===== config.mk =====
export PLATFORM = sky130hd
export DESIGN_NAME = lsu
export DESIGN_NICKNAME = d
export VERILOG_FILES = /design/src/rtl/riscy_pkg.sv /design/src/rtl/load_ext.sv /design/src/rtl/lsu.sv
export SDC_FILE = /design/constraint.sdc
export NUM_CORES = 1
export LEC_CHECK = 0
export ABC_CLOCK_PERIOD_IN_PS = 6130
export BUFFER_PORTS_ARGS = -buffer_cell sky130_fd_sc_hd__clkbuf_2
export CAP_MARGIN = 20
export CELL_PAD_IN_SITES_DETAIL_PLACEMENT = 1
export CELL_PAD_IN_SITES_GLOBAL_PLACEMENT = 2
export CORE_MARGIN = 2
export CORE_UTILIZATION = 33
export DETAILED_ROUTE_END_ITERATION = 12
export PLACE_DENSITY_LB_ADDON = 0.1
export SETUP_SLACK_MARGIN = 0.02
export SYNTH_ARGS = -nofsm -noshare
export SYNTH_HDL_FRONTEND = slang
export SYNTH_HIERARCHICAL = 1
export SYNTH_SLANG_ARGS = --single-unit

===== constraint.sdc =====
create_clock -name clk -period 6.13 [get_ports clk]
set_clock_uncertainty 0.1 [all_clocks]
set_input_delay 1.226 -clock clk [delete_from_list [all_inputs] [get_ports clk]]
set_output_delay 1.226 -clock clk [all_outputs]
set_load 0.02 [all_outputs]

===== src/rtl/riscy_pkg.sv =====
// Shared definitions for the load/store unit: funct3 codes, RAM size
// encodings, the sequencer state type and a funct3 -> access size helper.
package riscy_pkg;

   localparam logic [2:0] F3_LB  = 3'b000;
   localparam logic [2:0] F3_LH  = 3'b001;
   localparam logic [2:0] F3_LW  = 3'b010;
   localparam logic [2:0] F3_LBU = 3'b100;
   localparam logic [2:0] F3_LHU = 3'b101;

   localparam logic [1:0] SZ_B = 2'd0;
   localparam logic [1:0] SZ_H = 2'd1;
   localparam logic [1:0] SZ_W = 2'd2;

   typedef enum logic [1:0] {
      ST_IDLE   = 2'd0,
      ST_ACCESS = 2'd1,
      ST_LCAP   = 2'd2,
      ST_RESP   = 2'd3
   } lsu_state_t;

   // For every legal code the low two funct3 bits are the log2 byte count.
   function automatic logic [1:0] f3_size(input logic [2:0] f3);
      return f3[1:0];
   endfunction

   // Byte count minus one; illegal size 3 maps to 7 and is rejected anyway.
   function automatic logic [2:0] size_span(input logic [1:0] sz);
      logic [2:0] s;
      case (sz)
         SZ_B:    s = 3'd0;
         SZ_H:    s = 3'd1;
         SZ_W:    s = 3'd3;
         default: s = 3'd7;
      endcase
      return s;
   endfunction

endpackage


===== src/rtl/load_ext.sv =====
// Load result extension: sign-extends B/H, zero-extends BU/HU, passes W.
import riscy_pkg::*;

module load_ext (
   input  logic [31:0] asm_data,
   input  logic [2:0]  funct3,
   output logic [31:0] ext_data
);

   // Pick the extension rule from funct3.
   always_comb begin
      ext_data = asm_data;
      case (funct3)
         F3_LB:   ext_data = {{24{asm_data[7]}}, asm_data[7:0]};
         F3_LH:   ext_data = {{16{asm_data[15]}}, asm_data[15:0]};
         F3_LBU:  ext_data = {24'b0, asm_data[7:0]};
         F3_LHU:  ext_data = {16'b0, asm_data[15:0]};
         default: ext_data = asm_data;
      endcase
   end

endmodule


===== src/rtl/lsu.sv =====
// Load/store unit: one access at a time, drives the RAM data port,
// splits misaligned accesses into byte beats and reassembles loads.
import riscy_pkg::*;

module lsu #(
   parameter int ADDR_W         = 14,
   parameter bit MISALIGN_SPLIT = 1'b1
) (
   input  logic              clk,
   input  logic              rst,
   input  logic              req_valid,
   output logic              req_ready,
   input  logic              req_store,
   input  logic [2:0]        req_funct3,
   input  logic [31:0]       req_addr,
   input  logic [31:0]       req_wdata,
   output logic              resp_valid,
   output logic [31:0]       resp_rdata,
   output logic              resp_err,
   output logic [ADDR_W-1:0] d_addr,
   output logic [31:0]       d_in,
   output logic [1:0]        d_size,
   output logic              w_en,
   output logic              u_en,
   input  logic [31:0]       d_out
);

   lsu_state_t        state;
   logic              st_store;
   logic [2:0]        st_f3;
   logic [ADDR_W-1:0] st_base;
   logic [31:0]       st_wdata;
   logic              st_split;
   logic              st_err;
   logic [1:0]        beat;
   logic [1:0]        beat_last;
   logic [31:0]       asm_q;
   logic [31:0]       ext_data;

   // acceptance-time decode of the incoming request
   logic [1:0]  acc_size;
   logic        acc_f3_ok;
   logic        acc_misal;
   logic        acc_range_bad;
   logic        acc_err;
   logic [1:0]  acc_last;
   logic [32:0] acc_end;

   // next-beat address/data for split sequencing
   logic [1:0]        beat_nxt;
   logic [ADDR_W-1:0] nxt_addr;
   logic [31:0]       nxt_din;
   logic              last_beat;

   // Classify the request: legality, alignment, range and beat count.
   always_comb begin
      acc_size  = f3_size(req_funct3);
      acc_f3_ok = (req_funct3 == F3_LB) || (req_funct3 == F3_LH) ||
                  (req_funct3 == F3_LW) || (req_funct3 == F3_LBU) ||
                  (req_funct3 == F3_LHU);
      acc_misal = ((acc_size == SZ_H) && req_addr[0]) ||
                  ((acc_size == SZ_W) && (req_addr[1:0] != 2'b00));
      // Last byte touched must stay inside the RAM; a 33-bit sum catches
      // both nonzero upper address bits and wrap past the top.
      acc_end       = {1'b0, req_addr} + {30'b0, size_span(acc_size)};
      acc_range_bad = |acc_end[32:ADDR_W];
      acc_err = !acc_f3_ok ||
                (req_store && req_funct3[2]) ||
                acc_range_bad ||
                (acc_misal && !MISALIGN_SPLIT);
      acc_last = 2'd0;
      if (acc_misal)
         acc_last = (acc_size == SZ_W) ? 2'd3 : 2'd1;
   end

   // Address and store data for the following beat.
   always_comb begin
      beat_nxt  = beat + 2'd1;
      nxt_addr  = st_base + ADDR_W'(beat_nxt);
      nxt_din   = st_split ? (st_wdata >> {beat_nxt, 3'b000}) : st_wdata;
      last_beat = (beat == beat_last);
   end

   // Access sequencer: accept, issue beats, capture read data, respond.
   always_ff @(posedge clk or posedge rst) begin
      if (rst) begin
         state     <= ST_IDLE;
         st_store  <= 1'b0;
         st_f3     <= 3'b0;
         st_base   <= '0;
         st_wdata  <= 32'b0;
         st_split  <= 1'b0;
         st_err    <= 1'b0;
         beat      <= 2'd0;
         beat_last <= 2'd0;
         asm_q     <= 32'b0;
         d_addr    <= '0;
         d_in      <= 32'b0;
         d_size    <= 2'd0;
      end else begin
         case (state)
            ST_IDLE: begin
               if (req_valid) begin
                  st_store  <= req_store;
                  st_f3     <= req_funct3;
                  st_base   <= req_addr[ADDR_W-1:0];
                  st_wdata  <= req_wdata;
                  st_split  <= acc_misal;
                  st_err    <= acc_err;
                  beat      <= 2'd0;
                  beat_last <= acc_last;
                  asm_q     <= 32'b0;
                  if (acc_err) begin
                     // rejected requests never reach the RAM port
                     state <= ST_RESP;
                  end else begin
                     state  <= ST_ACCESS;
                     d_addr <= req_addr[ADDR_W-1:0];
                     d_in   <= req_wdata;
                     d_size <= acc_misal ? SZ_B : acc_size;
                  end
               end
            end
            ST_ACCESS: begin
               if (!st_store) begin
                  state <= ST_LCAP;
               end else if (last_beat) begin
                  state <= ST_RESP;
               end else begin
                  beat   <= beat_nxt;
                  d_addr <= nxt_addr;
                  d_in   <= nxt_din;
               end
            end
            ST_LCAP: begin
               if (st_split)
                  asm_q[{beat, 3'b000} +: 8] <= d_out[7:0];
               else
                  asm_q <= d_out;
               if (last_beat) begin
                  state <= ST_RESP;
               end else begin
                  state  <= ST_ACCESS;
                  beat   <= beat_nxt;
                  d_addr <= nxt_addr;
               end
            end
            ST_RESP: state <= ST_IDLE;
            default: state <= ST_IDLE;
         endcase
      end
   end

   load_ext u_ext (
      .asm_data (asm_q),
      .funct3   (st_f3),
      .ext_data (ext_data)
   );

   // Handshake, strobe and response outputs decoded straight from state,
   // so w_en can only ever be high in ACCESS.
   always_comb begin
      req_ready  = (state == ST_IDLE);
      resp_valid = (state == ST_RESP);
      resp_err   = resp_valid && st_err;
      w_en       = (state == ST_ACCESS) && st_store;
      u_en       = 1'b1;
      resp_rdata = (resp_valid && !st_store && !st_err) ? ext_data : 32'b0;
   end

endmodule


; Yosys cells after proc, flatten, opt, wreduce, memory -nomap -nowiden
; Index checks and enable logic that the tools add are counted.
[word_totals]
output_inout_bits = 85
inputBits = 103
ff_bits = 138
[op_classes]
mux = 31
shift = 3
bitwise = 1
n_reduce_logical = 33
add_sub_neg = 4
n_eq_ne = 18
[op_table]
columns = cell, n
row1 = 32-bit 2-to-1 mux, 8
row2 = 32-bit case mux with 2 select lines, 2
row3 = 32-bit case mux with 4 select lines, 1
row4 = 14-bit 2-to-1 mux, 4
row5 = 14-bit case mux with 3 select lines, 1
row6 = 32-bit by 3-bit adder with 33-bit output, 1
row7 = 32-bit bitwise mux, 1
row8 = 8-bit by 7-bit variable shift with 32-bit output (first input constant), 1
row9 = 8-bit by 7-bit indexed part select with 32-bit output, 1
row10 = 32-bit by 5-bit right shift with 32-bit output, 1
row11 = 2-bit 2-to-1 mux, 11
row12 = 19-bit OR reduction, 1
row13 = 14-bit by 2-bit adder with 14-bit output, 1
row14 = 3-bit equality test (second input constant), 4
row15 = 3-bit case mux with 3 select lines, 1
row16 = 2-bit != test (second input constant), 4
row17 = 2-bit case mux with 4 select lines, 1
row18 = 1-bit logical AND, 7
row19 = 1-bit logical OR, 7
row20 = 5-bit negation with 7-bit output, 1
row21 = 2-bit equality test (second input constant), 3
row22 = 3-bit by 1-bit equality test with 1-bit output (second input constant), 2
row23 = 3-bit zero test, 2
row24 = 2-bit case mux with 3 select lines, 1
row25 = other kinds (14), 23

; Logic depth before layout (Yosys ltp)
[logic_depth]
depth_word = 11
ltp_mapped = 12
depth_no_buf = 10

; Hierarchy
; Netlist, hierarchy kept.
[by_module_without_submodules]
columns = mod, area_per_inst_um2, seq_area_each_um2, cells_each, n_inst
row1 = lsu, 8383.0, 3428.3, 890, 1
row2 = load_ext, 355.3, 0.0, 67, 1

; Worst setup path before layout
; Ideal clock, no wire load.
[synth_path]
path_type = input -> register
startpoint = input port req_funct3[1]
endpoint = register d_in[0]
t_arrival_ns = 3.667
path_stages = 10
setup_ns = 0.147
required_ns = 5.883
slack_ns = 2.216
n_path_buf = 2
path_cell_list = dlygate4sd1_1 ha_1 o211ai_2 a2111oi_4 nand3_1 mux2i_2 or2_2 nor4_4 buf_6 o32ai_2
[synth_via]
elab_chain_cells = 10
[synth_rtl]
columns = element, line_no
row1 = start: declaration, lsu.sv:14  ; input logic [2:0] req_funct3,
row2 = branches (longest 7 deep; another with 32-bit by 3-bit adder with 33-bit output), --
row3 = 1-bit logical OR *, lsu.sv:68  ; (req_store && req_funct3[2]) ||
row4 = 2-bit != test (no source line) *, --
row5 = 5-bit AND reduction (no source line) *, --
row6 = end signal: assignment, lsu.sv:119  ; d_in <= req_wdata;
row7 = end signal: assignment, lsu.sv:132  ; d_in <= nxt_din;
row8 = end: declaration, lsu.sv:21  ; output logic [31:0] d_in,
; Mark *: on every way between the ends.
; A chain may end at the register's enable or synchronous reset.

; Final worst setup path
[layout_path]
startpoint = input port req_funct3[0]
endpoint = register d_in[13]
; Same word-level chain as after synthesis.

==> summary.txt <==
Route
  • Routed len/inst: 20.9 um
  • DRC errors left: 0
  • Final WL: 30200 um
  • Antenna Nets Post-Route: 0
  • First-pass DRT Iterations: 8
  • Routed vias: 8022
  • Via density: 5.55
  • DR iter-0 viols: about 440

Layout
  • P&R area growth vs syn: 19.1%
  • Commonest non-fill, non-tap cell in the layout: clkbuf_2
  • Layout cells sized above 1: 0.294
  • Final nets: 1214
  • N_diodes: 0
  • Commonest non-fill, non-tap cells in the layout: clkbuf_2, nand2_1, dfrtp_1
  • Final cell count without fillers: 1446

Worst hold path
  • Hold/Removal Path Class: reg -> reg

CTS
  • CTS tree: built
  • # Post-CTS Setup Buffers: 0
  • Hold Buf Count CTS: 0
  • PostCTS Resize Cnt: 0
  • CTS Buf Count: 17
  • Clock latency on the worst-skew pair: 0.43 ns
  • CTS Root Cell: clkbuf_16
  • Maximum clock insertion buffer count: 2
  • Htree depth: 4
  • Sink Count: 137
  • Reg clk slew, reported paths: 0.06 ns

Floorplan
  • Die X-Extent: 167 um
  • Chip height: 167 um
  • I/O pin count: around 190
  • Initial Utilization: 0.335
  • Num rows: 59
  • Core area: 0.0261 mm2
  • Die Area: ~0.028 mm2

Power and ir drop
  • Peak supply drop: 255 uV
  • Leak: 0.00449 uW
  • P per Cell Area: 564 mW/mm2

Setup path
  • CP dominant cell by count: a211oi_2
  • CP max stage delay: 0.60 ns
  • Crit path max fanout: 32
  • WS Path Type: in -> reg
  • R2R setup slack: 2.85 ns
  • Crit end category: register
  • Arrival @ worst endpoint: 4.20 ns
  • Critical path startpoint category: primary input
  • CP required: 6.35 ns
  • Critical path's slowest cell: o211a_1
  • Worst-path cell chain: clkbuf_2 -> and2_1 -> ha_1 -> nor2_1 -> a211oi_2 -> a2111o_1 -> a211oi_2 -> o211a_1 -> a41oi_4 -> buf_4 -> o32ai_1

Timing
  • Final min period: 3.97 ns
  • Period utilization: 0.648
  • F_max: between 200 and 300 MHz
  • Unrepaired setup endpoints after global routing: false
  • Final Max Slew Viols: 0
  • Final setup fails: 0
  • Setup TNS: 0 ns
  • Setup ws final: around 2.2 ns
  • Worst-margin pin slew: 0.969 ns
  • Slew HR: 0.349
  • Hold Violations, Final: 0

Status
  • Outcome: finished, final reports clean

Synth
  • Sequential fraction of the synthesis area: 0.392
  • Synth Warn #: 6
  • EDFF count, synth: 0
  • Syn avg cell area: 9.13 um2
  • Netlist cell types: 71
  • Seq cells post-synth: 137
  • Syn_nets: 1073
  • Post-synthesis cell area: between 0.008 and 0.009 mm2
  • Most used DFF post-synth: dfrtp_1
  • Post-synth ARST share: 1.00
  • Mapped Cells: 957

Place
  • GPL Wtd Cong: 0.801
  • IO Port Bufs: 186
  • Placed Cells: 1412
  • Pre-CTS setup slack: 1.69 ns
  • Detail Placement HPWL: 21600 um

Global route
  • First-pass GRT wire length: ~48000 um
  • GR Overflow Total: 0
  • Pin count of the biggest net entering global routing: 63
  • Vias in the first global route: between 7000 and 8000
  • Initial antenna violation count: 0
  • All-Layer GR Usage: 0.218

Job
  • Max Cap Viol: 0
[worst max-delay path, delay by kind of cell]
kind | cells | cell delay, ns
adder cells (fa/ha/maj) | 1 | 0.26
buffers and inverters | 2 | 0.47
AND/OR/NAND/NOR | 2 | 0.41
AO/OA/AOI/OAI | 6 | 1.80
[cells by family (layout without fill, tap and decap cells)]
family | Yosys count | in the layout | synth area share
compound gates | 292 | 292 | 0.255
xor+xnor | 16 | 16 | 0.0160
fa+ha+maj | 13 | 13 | 0.0195
buf+inv | 109 | 263 | 0.0603
flops | 137 | 137 | 0.392
mux | 49 | 49 | 0.0631
other cells | 1 | 1 | 0.000429
simple gates | 340 | 340 | 0.194
[final timing paths]
kind | startpoint | end | cells after the start
hold reg to reg | asm_q[30] | asm_q[30] | 2
hold / removal | asm_q[30] | asm_q[30] | 2
max in group asynchronous | rst | d_addr[11] | 3
min in group asynchronous | rst | d_in[8] | 2
setup reg to reg | beat[1] | d_addr[11] | 11
setup / recovery | req_funct3[0] | d_in[13] | 11
[final cells by class]
type | instances | area [um2]
sequential | 137 | 3430
multi-input combinational | 711 | 4800
tap | 335 | 419
fill | 3108 | 15700
inverter | 24 | 95.1
clock buffer | 19 | 443
clock inverter | 13 | 106
timing repair buffer | 207 | 1120
[sequential cells by signal, summed over array words and instances (netlist names)]
signal / cells
state: 2
d_addr: 14
d_in: 32
st_base: 14
beat_last: 2
st_wdata: 32
st_store: 1
beat: 2
d_size: 2
st_err: 1
st_f3: 3
asm_q: 32
[cells in the mapped netlist, drive strengths merged (4+ instances only)]
master	instances	area, um2
o32a	8	82.6
mux2	43	484
nor3	9	45.0
o21a	4	30.0
ha	12	150
nand4	24	163
a221o	8	80.1
clkbuf	57	215
a31oi	4	25.0
o211ai	6	50.1
nor2	36	135
a222oi	19	190
inv	22	82.6
o21ai	104	521
o221ai	8	70.1
mux2i	6	67.6
nor2b	17	106
dfrtp	137	3430
xor2	7	61.3
a21oi	30	150
and3	6	37.5
a22o	9	78.8
xnor2	9	78.8
o32ai	24	375
a22oi	32	240
nor4b	4	35.0
or2	5	31.3
and2	51	319
buf	27	213
o22ai	9	56.3
nand3	30	150
nand2	144	541
a211oi	13	113
[metal layers]
layer,global-route usage,wire length [um],up-vias
li1,-,-,3811
met3,0.0292,1390,27
met1,0.329,14900,3980
met2,0.328,13400,204
met4,0.0543,441,0
met5,0,0,-
[power by group]
group	internal [uW]	switching (uW)	total, uW	leakage [uW]
clock	538	455	993	0.000262
sequential	1320	403	1720	0.00163
combinational	1210	1950	3150	0.00260
total	3070	2800	5870	0.00449
[through the flow]
stage	power [uW]	util	hold slack [ns]	area [um2]
after floorplan	3910	-	0.344	8740
after CTS	5880	0.398	0.388	10400
after global routing	6340	0.399	0.396	10400
after detailed placement	4860	0.377	0.369	9820
final	5870	0.399	0.382	10400
after global placement	4820	0.377	0.360	9820
Note: power is estimated with default switching activity, not from simulation.
